===== config.mk =====
export PLATFORM = sky130hd
export DESIGN_NAME = uart_tx_flat
export DESIGN_NICKNAME = d
export VERILOG_FILES = /design/src/rtl/uart_tx_if.sv /design/src/rtl/uart_tx.sv /design/src/flat_wrapper.sv
export SDC_FILE = /design/constraint.sdc
export NUM_CORES = 1
export LEC_CHECK = 0
export ABC_AREA = 1
export BUFFER_PORTS_ARGS = -buffer_cell sky130_fd_sc_hd__buf_2
export CAP_MARGIN = 20
export CORE_MARGIN = 3
export CORE_UTILIZATION = 50
export DETAILED_ROUTE_END_ITERATION = 10
export GPL_ROUTABILITY_DRIVEN = 0
export PLACE_DENSITY = 0.73
export SETUP_SLACK_MARGIN = 0.2
export SYNTH_ARGS = -nofsm -noshare
export SYNTH_HDL_FRONTEND = slang
export SYNTH_SLANG_ARGS = --single-unit
export TNS_END_PERCENT = 100

===== constraint.sdc =====
create_clock -name clk_i -period 1.66 [get_ports clk_i]
set_clock_uncertainty 0.05 [all_clocks]
set_input_delay 0.083 -clock clk_i [delete_from_list [all_inputs] [get_ports clk_i]]
set_output_delay 0.083 -clock clk_i [all_outputs]
set_load 0.02 [all_outputs]

===== src/rtl/uart_tx_if.sv =====
// uart_tx_if: host-side request/status handshake of the UART transmitter
interface uart_tx_if;
  logic       tx_start_i;
  logic [7:0] din_i;
  logic       tx_busy_o;
  logic       tx_done_tick_o;
  modport master (output tx_start_i, din_i, input tx_busy_o, tx_done_tick_o);
  modport slave (input tx_start_i, din_i, output tx_busy_o, tx_done_tick_o);
endinterface


===== src/rtl/uart_tx.sv =====
// uart_tx: 16x-tick UART transmitter, start + WordLength data bits LSB first + 1/1.5/2 stop bits
module uart_tx #(
  parameter int WordLength   = 8,
  parameter int StopBitTicks = 16
) (
  input  logic     clk_i,
  input  logic     rst_ni,
  input  logic     sample_tick_i,
  uart_tx_if.slave bus,
  output logic     tx_o
);
  typedef enum logic [1:0] {IDLE, START, DATA, STOP} state_t;
  localparam logic [4:0] StopLast = 5'(StopBitTicks - 1);
  localparam logic [2:0] BitLast  = 3'(WordLength - 1);
  state_t     state_q, state_d;
  logic [4:0] tick_q, tick_d;
  logic [2:0] bit_q, bit_d;
  logic [7:0] shift_q, shift_d;
  logic       tx_d, done;
  always_comb begin
    state_d = state_q;
    tick_d  = tick_q;
    bit_d   = bit_q;
    shift_d = shift_q;
    done    = 1'b0;
    case (state_q)
      IDLE: if (bus.tx_start_i) begin
        state_d = START;
        tick_d  = '0;
        shift_d = bus.din_i;
      end
      START: if (sample_tick_i) begin
        tick_d = tick_q + 5'd1;
        if (tick_q == 5'd15) begin
          tick_d  = '0;
          bit_d   = '0;
          state_d = DATA;
        end
      end
      DATA: if (sample_tick_i) begin
        tick_d = tick_q + 5'd1;
        if (tick_q == 5'd15) begin
          tick_d  = '0;
          shift_d = shift_q >> 1;
          if (bit_q == BitLast) state_d = STOP;
          else bit_d = bit_q + 3'd1;
        end
      end
      STOP: if (sample_tick_i) begin
        tick_d = tick_q + 5'd1;
        if (tick_q == StopLast) begin
          state_d = IDLE;
          done    = 1'b1;
        end
      end
      default: state_d = IDLE;
    endcase
    // line value follows the next state so the pin flop changes with the state
    tx_d = (state_d == START) ? 1'b0 : (state_d == DATA) ? shift_d[0] : 1'b1;
  end
  always_ff @(posedge clk_i or negedge rst_ni) begin
    if (!rst_ni) begin
      state_q <= IDLE;
      tick_q  <= '0;
      bit_q   <= '0;
      shift_q <= '0;
      tx_o    <= 1'b1;
    end else begin
      state_q <= state_d;
      tick_q  <= tick_d;
      bit_q   <= bit_d;
      shift_q <= shift_d;
      tx_o    <= tx_d;
    end
  end
  assign bus.tx_busy_o      = state_q != IDLE;
  assign bus.tx_done_tick_o = done;
endmodule


===== src/flat_wrapper.sv =====
// flat-port wrapper written by rule: the top's interface ports become plain ports
module uart_tx_flat 
#(
  parameter int WordLength   = 8,
  parameter int StopBitTicks = 16
)
  (clk_i, rst_ni, sample_tick_i, tx_o, bus_tx_start_i, bus_din_i, bus_tx_busy_o, bus_tx_done_tick_o);
  uart_tx_if bus_i ();
  input  logic clk_i;
  input  logic rst_ni;
  input  logic sample_tick_i;
  output logic tx_o;
  input wire logic [$bits(bus_i.tx_start_i)-1:0] bus_tx_start_i;
  input wire logic [$bits(bus_i.din_i)-1:0] bus_din_i;
  output wire logic [$bits(bus_i.tx_busy_o)-1:0] bus_tx_busy_o;
  output wire logic [$bits(bus_i.tx_done_tick_o)-1:0] bus_tx_done_tick_o;
  assign bus_i.tx_start_i = bus_tx_start_i;
  assign bus_i.din_i = bus_din_i;
  assign bus_tx_busy_o = bus_i.tx_busy_o;
  assign bus_tx_done_tick_o = bus_i.tx_done_tick_o;
  uart_tx #(.WordLength(WordLength), .StopBitTicks(StopBitTicks)) u_core (.clk_i(clk_i), .rst_ni(rst_ni), .sample_tick_i(sample_tick_i), .bus(bus_i), .tx_o(tx_o));
endmodule

==> summary.md, run 1 <==
| Metric | Value |
|---|---|
| RR Endpoint | `u_core.tick_q[3]$_DFFE_PN0P_` |
| Hold WC Path Type | `in2reg` |
| CP Max Fanout | `4` |
| Top cells by count, synth | `nand2_1 (41), inv_1 (22), dfrtp_1 (18)` |
| Worst path max stage delay | `0.41 ns` |
| Max IR drop VDD | `1.03 mV` |
| Detailed placement HPWL | `1890 um` |
| Synth unique cells | `24` |
| Ant. Diodes | `0` |
| R2r setup slk | `-0.10 ns` |
| Critical Path Sink Type | `register` |
| Wire length per cell | `12.7 um` |
| Worst Hold End | `u_core.shift_q[6]$_DFFE_PN0P_` |
| Critical path class | `reg2reg` |
| Critical-path top delay cell | `dfrtp_1` |
| Vias post-DR | `1,086` |
| EDFF count, synth | `0` |
| GRT overflow | `0` |
| Synthesis-to-finish area growth | `30.7%` |
| Pwr Density | `1280 mW/mm2` |
| Post-route ant nets | `0` |
| GR Util All Layers | `0.179` |
| Worst Path Buf+Inv | `3` |
| Place WS | `-0.0249 ns` |
| First-pass GRT wire length | `4530 um` |
| Critical-path cell list | `ha_2, nand2_2, nor2_4, buf_6, ha_4, inv_4, nor2_4, nor3_4, buf_4, nor3_2, nor2_1` |
| Largest net degree at the start of global routing | `20` |
| Yosys reg bits | `19` |
| R2r startpoint | `u_core.tick_q[1]$_DFFE_PN0P_` |
| FP Rows | `17` |
| Fin Hold WS | `0.0209 ns` |
| M2 GR Usage | `0.304` |
| CP dominant cell by count | `nor2_4` |
| Syn Inst Count | `154` |
| Most common cell in the synthesized netlist | `nand2_1` |
| Slew at the pin with the worst max-slew slack | `0.435 ns` |
| Final Worst Setup Slack | `-0.104 ns` |
| Met1 Use GR | `0.222` |
| CP top delay family | `simple AND/OR/NAND/NOR gates` |
| Total CTS buffers | `3` |
| Synth area leader | `dfrtp_1` |
| Failing checks | `negative setup slack` |
| Mapped Avg Cell Area | `8.12 um2` |
| Synth warn | `0` |
| Final period util | `1.06` |
| Worst Hold Path Cells | `5` |
| # fillers | `188` |
| # Max-Cap Violations | `0` |
| Vias in the first global route | `1,073` |
| RSZ-0062 raised after global routing | `true` |
| Run status | `complete, but fails checks` |
| DRC | `0` |
| Fin crit period | `1.76 ns` |
| Hold Fails Final Rpt | `0` |
| Drt first pass iters | `4` |
| Starting DRT DRC Count | `17` |
| CTS tree | `yes` |
| Initial Util | `0.545` |
| Worst slew margin | `0.710` |
| CTS HTree Levels | `1` |
| Lkg Pwr | `0.756 nW` |
| Ys async rst share | `1.00` |
| Final WL | `2670 um` |
| Fmax | `567 MHz` |
| Top post-synthesis cells by area | `dfrtp_1 (36%), nand2_1 (12%), ha_1 (11%), inv_1 (6.6%), o21ai_2 (4.2%)` |
| Buffers from clock root to sink, at most | `2` |
| Min-delay src | `bus_din_i[6]` |
| Most used DFF post-synth | `dfrtp_1` |
| Clock sinks | `19` |
| Synth top area share | `0.360` |
| Initial antenna violation count | `0` |
| Startpoint types | `register` |
| Clk Latency, worst-skew pair | `0.31 ns` |
| Post-synthesis sequential area ratio | `0.381` |
| Post-Syn Nets | `177` |
| Vias per cell | `5.17` |
| Fraction of layout cells with a size suffix above 1 | `0.396` |
| Clock-pin slew of the registers on the worst-case setup and hold paths | `0.12 ns` |
| Global Route met3 Usage | `0.0371` |
| Port Buf Inserts | `14` |
| Endpoints failing setup | `15` |
| Nets@finish | `206` |
| GRT Max-Usage Layer | `met2` |
| Io pins | `15` |
| Arr. time, crit path | `1.96 ns` |
| Critical Path RT | `1.86 ns` |
| Die Area | `0.00314 mm2` |
| Cells on worst reg2reg path | `11` |
| Area of the core | `0.00230 mm2` |
| Die height | `56.0 um` |
| Slew Viols, Final | `0` |
| Cell area after synthesis | `0.00125 mm2` |
| Die W | `56.0 um` |
| CTS Root Cell | `clkbuf_4` |
[how the worst max path moves through the flow]
stage	startpoint	end	cells after the start
5_1_grt	u_core.tick_q[1]$_DFFE_PN0P_	u_core.tick_q[3]$_DFFE_PN0P_	11
2_1_floorplan	u_core.tick_q[0]$_DFFE_PN0P_	u_core.bit_q[0]$_DFFE_PN0P_	10
3_3_place_gp	u_core.tick_q[0]$_DFFE_PN0P_	u_core.bit_q[0]$_DFFE_PN0P_	9
6_report	u_core.tick_q[1]$_DFFE_PN0P_	u_core.tick_q[3]$_DFFE_PN0P_	11
3_5_place_dp	u_core.tick_q[1]$_DFFE_PN0P_	u_core.bit_q[0]$_DFFE_PN0P_	9
4_1_cts	u_core.tick_q[1]$_DFFE_PN0P_	bus_tx_done_tick_o	7
[metal layers]
| layer | part of all wire | vias to the layer above |
|---|---|---|
| li1 | - | 548 |
| met1 | 0.45 | 511 |
| met2 | 0.49 | 22 |
| met3 | 0.045 | 5 |
| met4 | 0.014 | 0 |
| met5 | 0 | - |
[area by class of cell]
type	count	area, um2	share of cell area
Sequential cell	19	477	0.292
Multi-Input combinational cell	108	782	0.478
Timing Repair Buffer	27	214	0.131
Inverter	24	100	0.0612
Tap cell	28	35.0	0.0214
Clock inverter	1	5.00	0.00306
Clock buffer	3	22.5	0.0138
[repair_timing]
item                       in CTS  in global routing
hold buffers                    2                  1
setup endpoints to repair      21                 21
hold endpoints to repair       20                  1
setup buffers                   4                  3
pin swaps                       3                  7
gates cloned                    0                  1
gates resized for setup         6                 20
[flip-flops by register name, indices dropped and copies added (netlist names)]
name	count
u_core.tick_q	5
u_core.shift_q	8
u_core.bit_q	3
u_core.tx_o	1
u_core.state_q	2
[per-stage QoR]
step                power [mW]   util  TNS, ns  cell area (um2)  instances
global route              2.29  0.712    -2.28             1640        210
CTS                       1.89  0.653   -0.708             1500        205
floorplan                 1.38      -        0             1320        154
finish                    2.10  0.712   -0.695             1640        210
detailed placement        1.61  0.615  -0.0306             1410        195
global placement          1.58  0.615        0             1410        195
[worst reg2reg max path, stage by stage (launching register included)]
cell     delay [ns]
dfrtp_1        0.41
ha_2           0.20
nand2_2        0.08
nor2_4         0.04
buf_6          0.12
ha_4           0.18
inv_4          0.06
nor2_4         0.03
nor3_4         0.25
buf_4          0.16
nor3_2         0.03
nor2_1         0.09
[placed cells by master, fill, tap and decap left out, drive strengths merged]
| master | count |
|---|---|
| buf | 23 |
| clkinv | 1 |
| and2 | 1 |
| dfrtp | 18 |
| inv | 24 |
| o21ai | 18 |
| nand3 | 9 |
| nand3b | 1 |
| nor3 | 2 |
| a21oi | 4 |
| nand2 | 47 |
| o31ai | 6 |
| nor2 | 9 |
| dlygate4sd3 | 3 |
| clkbuf | 4 |
| ha | 11 |
| dfstp | 1 |
[kinds of logic (layout without fill, tap and decap cells)]
logic type	count (synthesis)	count (layout)	synth area share
buf+inv	27	55	0.103
simple gates	69	69	0.255
flops	19	19	0.381
fa+ha+maj	11	11	0.110
compound gates	28	28	0.151
[where the power goes]
part	switching (mW)	leakage (nW)	internal, mW
logic	0.657	0.486	0.509
registers	0.0703	0.252	0.610
clock network	0.160	0.0177	0.0902
total	0.887	0.756	1.21
Note: power is estimated with default switching activity, not from simulation.
==> run 2, diff against run 1 <==
--- a/config.mk
+++ b/config.mk
@@ -12,7 +12,7 @@
 export CORE_UTILIZATION = 50
 export DETAILED_ROUTE_END_ITERATION = 10
 export GPL_ROUTABILITY_DRIVEN = 0
-export PLACE_DENSITY = 0.73
+export PLACE_DENSITY = 0.7
 export SETUP_SLACK_MARGIN = 0.2
 export SYNTH_ARGS = -nofsm -noshare
 export SYNTH_HDL_FRONTEND = slang
==> constraint.sdc (replaced) <==
create_clock -name clk_i -period 1.7 [get_ports clk_i]
set_clock_uncertainty 0.05 [all_clocks]
set_input_delay 0.085 -clock clk_i [delete_from_list [all_inputs] [get_ports clk_i]]
set_output_delay 0.085 -clock clk_i [all_outputs]
set_load 0.02 [all_outputs]
==> run 2 against run 1 <==
Net effect: the flow still finishes with violations (negative setup slack); combinational power shrank 4%; register-to-register slack improved by 0.04 ns; via count rose by 4.3%; first-iteration DRC count rose by 71%; flip-flop and latch count unchanged; cell count grew 2.9%; global-route usage up 0.91 points; die area stayed put; non-clock buffer count increased by 4; hold slack improved by 0.016 ns; critical endpoint is now u_core.shift_q[2]$_DFFE_PN0P_; largest cell class unchanged.
==> summary.md, run 2 (synthesis results as in run 1) <==
| Metric | Value |
|---|---|
| Initial Util | `0.545 (unchanged)` |
| Vias post-DR | `1,133 (was 1,086)` |
| Met2 routed WL | `1570 um (was 1300 um)` |
| Initial antenna violation count | `0 (unchanged)` |
| Slew at the pin with the worst max-slew slack | `0.442 ns (was 0.435 ns)` |
| Final Util | `0.761 (was 0.712)` |
| Max IR drop VDD | `0.755 mV (was 1.03 mV)` |
| Die W | `56.0 um (unchanged)` |
| Worst slew margin | `0.706 (was 0.710)` |
| Nets@finish | `212 (was 206)` |
| Drt first pass iters | `4 (unchanged)` |
| Finished Cell Area | `0.00175 mm2 (was 0.00164 mm2)` |
| Clock sinks | `19 (unchanged)` |
| Pwr Density | `1160 mW/mm2 (was 1280 mW/mm2)` |
| Setup TNS | `-0.241 ns (was -0.695 ns)` |
| Final WL | `3160 um (was 2670 um)` |
| Reg with most FFs | `u_core.shift_q (unchanged)` |
| CP Max Fanout | `5 (was 4)` |
| Area of the core | `0.00230 mm2 (unchanged)` |
| Critical-path top delay cell | `dfrtp_1 (unchanged)` |
| Fin crit period | `1.77 ns (was 1.76 ns)` |
| Critical Path Sink Type | `register (unchanged)` |
| Failing checks | `negative setup slack (unchanged)` |
| Die Area | `0.00314 mm2 (unchanged)` |
| GRT overflow | `0 (unchanged)` |
| Synthesis-to-finish area growth | `39.7% (was 30.7%)` |
| R2r startpoint | `u_core.tick_q[0]$_DFFE_PN0P_ (was u_core.tick_q[1]$_DFFE_PN0P_)` |
| RSZ-0062 raised after global routing | `true (unchanged)` |
| Hold WC Path Type | `in2reg (unchanged)` |
| Arr. time, crit path | `1.95 ns (was 1.96 ns)` |
| Detailed placement HPWL | `1880 um (was 1890 um)` |
| Fmax | `566 MHz (was 567 MHz)` |
| Vias in the first global route | `1,064 (was 1,073)` |
| Clock-pin slew of the registers on the worst-case setup and hold paths | `0.11 ns (was 0.12 ns)` |
| Slew Viols, Final | `0 (unchanged)` |
| Starting DRT DRC Count | `29 (was 17)` |
| Endpoints failing setup | `7 (was 15)` |
| Most frequent cells in the layout | `nand2_1 (33), dfrtp_1 (18), inv_1 (15) (was nand2_1 (37), dfrtp_1 (18), inv_1 (17))` |
| Critical Path RT | `1.88 ns (was 1.86 ns)` |
| First-pass GRT wire length | `4680 um (was 4530 um)` |
| Lkg Pwr | `0.815 nW (was 0.756 nW)` |
| Final period util | `1.04 (was 1.06)` |
| CTS Root Cell | `clkbuf_4 (unchanged)` |
| Ant. Diodes | `0 (unchanged)` |
| CP top delay family | `flip-flops (was simple AND/OR/NAND/NOR gates)` |
| Post-route ant nets | `0 (unchanged)` |
| Run status | `complete, but fails checks (unchanged)` |
| Total CTS buffers | `3 (unchanged)` |
| Biggest regs | `u_core.shift_q: 8 flops, u_core.tick_q: 5 flops, u_core.bit_q: 3 flops (unchanged)` |
| Place WS | `-0.0313 ns (was -0.0249 ns)` |
| Worst Path Buf+Inv | `2 (was 3)` |
| FP Rows | `17 (unchanged)` |
| Metal3 WL | `116 um (was 121 um)` |
| Top layer in use | `met4 (unchanged)` |
| Total power | `2.03 mW (was 2.10 mW)` |
| Vias per cell | `5.25 (was 5.17)` |
| Critical-path cell list | `ha_4, nand2_4, nor2_4, buf_6, ha_4, buf_4, nand2_4, o31ai_1, nand2_1, o21ai_0 (was ha_2, nand2_2, nor2_4, buf_6, ha_4, inv_4, nor2_4, nor3_4, buf_4, nor3_2, nor2_1)` |
| Startpoint types | `register (unchanged)` |
| Buffers from clock root to sink, at most | `2 (unchanged)` |
| Most common library cell in the layout ignoring fill and taps | `nand2_1 (unchanged)` |
| CTS HTree Levels | `1 (unchanged)` |
| Hold Fails Final Rpt | `0 (unchanged)` |
| DRC | `0 (unchanged)` |
| Max reg flops | `8 (unchanged)` |
| Critical path startpoint | `u_core.tick_q[0]$_DFFE_PN0P_ (was u_core.tick_q[1]$_DFFE_PN0P_)` |
| Io pins | `15 (unchanged)` |
| Clk Latency, worst-skew pair | `0.30 ns (was 0.31 ns)` |
| Die height | `56.0 um (unchanged)` |
| Wire length per cell | `14.6 um (was 12.7 um)` |
| Largest net degree at the start of global routing | `20 (unchanged)` |
| Fraction of layout cells with a size suffix above 1 | `0.463 (was 0.396)` |
| # fillers | `150 (was 188)` |
| Dpl cell area | `0.00139 mm2 (was 0.00141 mm2)` |
| Final Worst Setup Slack | `-0.0666 ns (was -0.104 ns)` |
| Min-delay src | `bus_din_i[1] (was bus_din_i[6])` |
| Worst path max stage delay | `0.42 ns (was 0.41 ns)` |
| Port Buf Inserts | `14 (unchanged)` |
| Multi-input combinational cell area | `888 um2 (was 782 um2)` |
| Register area | `477 um2 (unchanged)` |
| WL met1 | `1430 um (was 1210 um)` |
| # Max-Cap Violations | `0 (unchanged)` |
| CTS tree | `yes (unchanged)` |
| GR Util All Layers | `0.188 (was 0.179)` |
| Critical path class | `reg2reg (unchanged)` |
==> run 2: changes by cell type in the layout (fill, tap and decap cells not counted), sizes merged <==
cell	before	now
nor2	9	10
buf	23	28
clkinv	1	0
nand2	47	48
==> run 2: timing repair <==
| item | CTS | global route |
|---|---|---|
| pin swaps | 9 | 9 |
| resized for setup | 22 | 33 |
| endpoints found under the hold margin | 20 | 1 |
| gates cloned | 1 | 1 |
| setup endpoints to repair | 20 | 21 |
| hold buffers | 2 | 1 |
| buffers inserted | 4 | 6 |
==> run 2: area by class of cell <==
type	instances	share of cell area
inverters	24	0.0544
repair buffers	31	0.130
flip-flops and latches	19	0.273
multi-input cells	110	0.508
clock buffers	4	0.0150
well taps	28	0.0200
==> run 2: stage by stage <==
| stage | instances | hold slack, ns |
|---|---|---|
| after floorplan | 154 | -0.261 |
| after global placement | 197 | -0.00453 |
| after detailed placement | 197 | 0.00341 |
| after CTS | 208 | 0.0181 |
| after global routing | 216 | 0.0524 |
| final | 216 | 0.0368 |
==> run 2: worst min-delay path: cells and delay by family <==
family | cells | cell delay (ns)
AO/OA/AOI/OAI | 2 | 0.11
AND/OR/NAND/NOR | 2 | 0.09
buffers and inverters | 1 | 0.07
==> run 2: final timing paths <==
kind | to | slack (ns) | cells after the start
min in group asynchronous | u_core.shift_q[2]$_DFFE_PN0P_ | 0.19 | 2
worst min register to register | u_core.bit_q[0]$_DFFE_PN0P_ | 0.45 | 1
worst max-delay path | u_core.shift_q[2]$_DFFE_PN0P_ | -0.07 | 10
worst max register to register | u_core.shift_q[2]$_DFFE_PN0P_ | -0.07 | 10
worst min-delay path | u_core.shift_q[1]$_DFFE_PN0P_ | 0.04 | 5
max in group asynchronous | u_core.tx_o$_DFF_PN1_ | 1.07 | 2
==> run 2: per-layer routing <==
metal,vias up,track usage
met1,540,0.229
met5,-,0
met2,23,0.329
met3,6,0.0325
li1,564,-
met4,0,0.0712
==> run 2: where the power goes <==
part	internal (mW)	switching [mW]
Clock	0.0916	0.147
Sequential	0.596	0.0748
Combinational	0.442	0.682
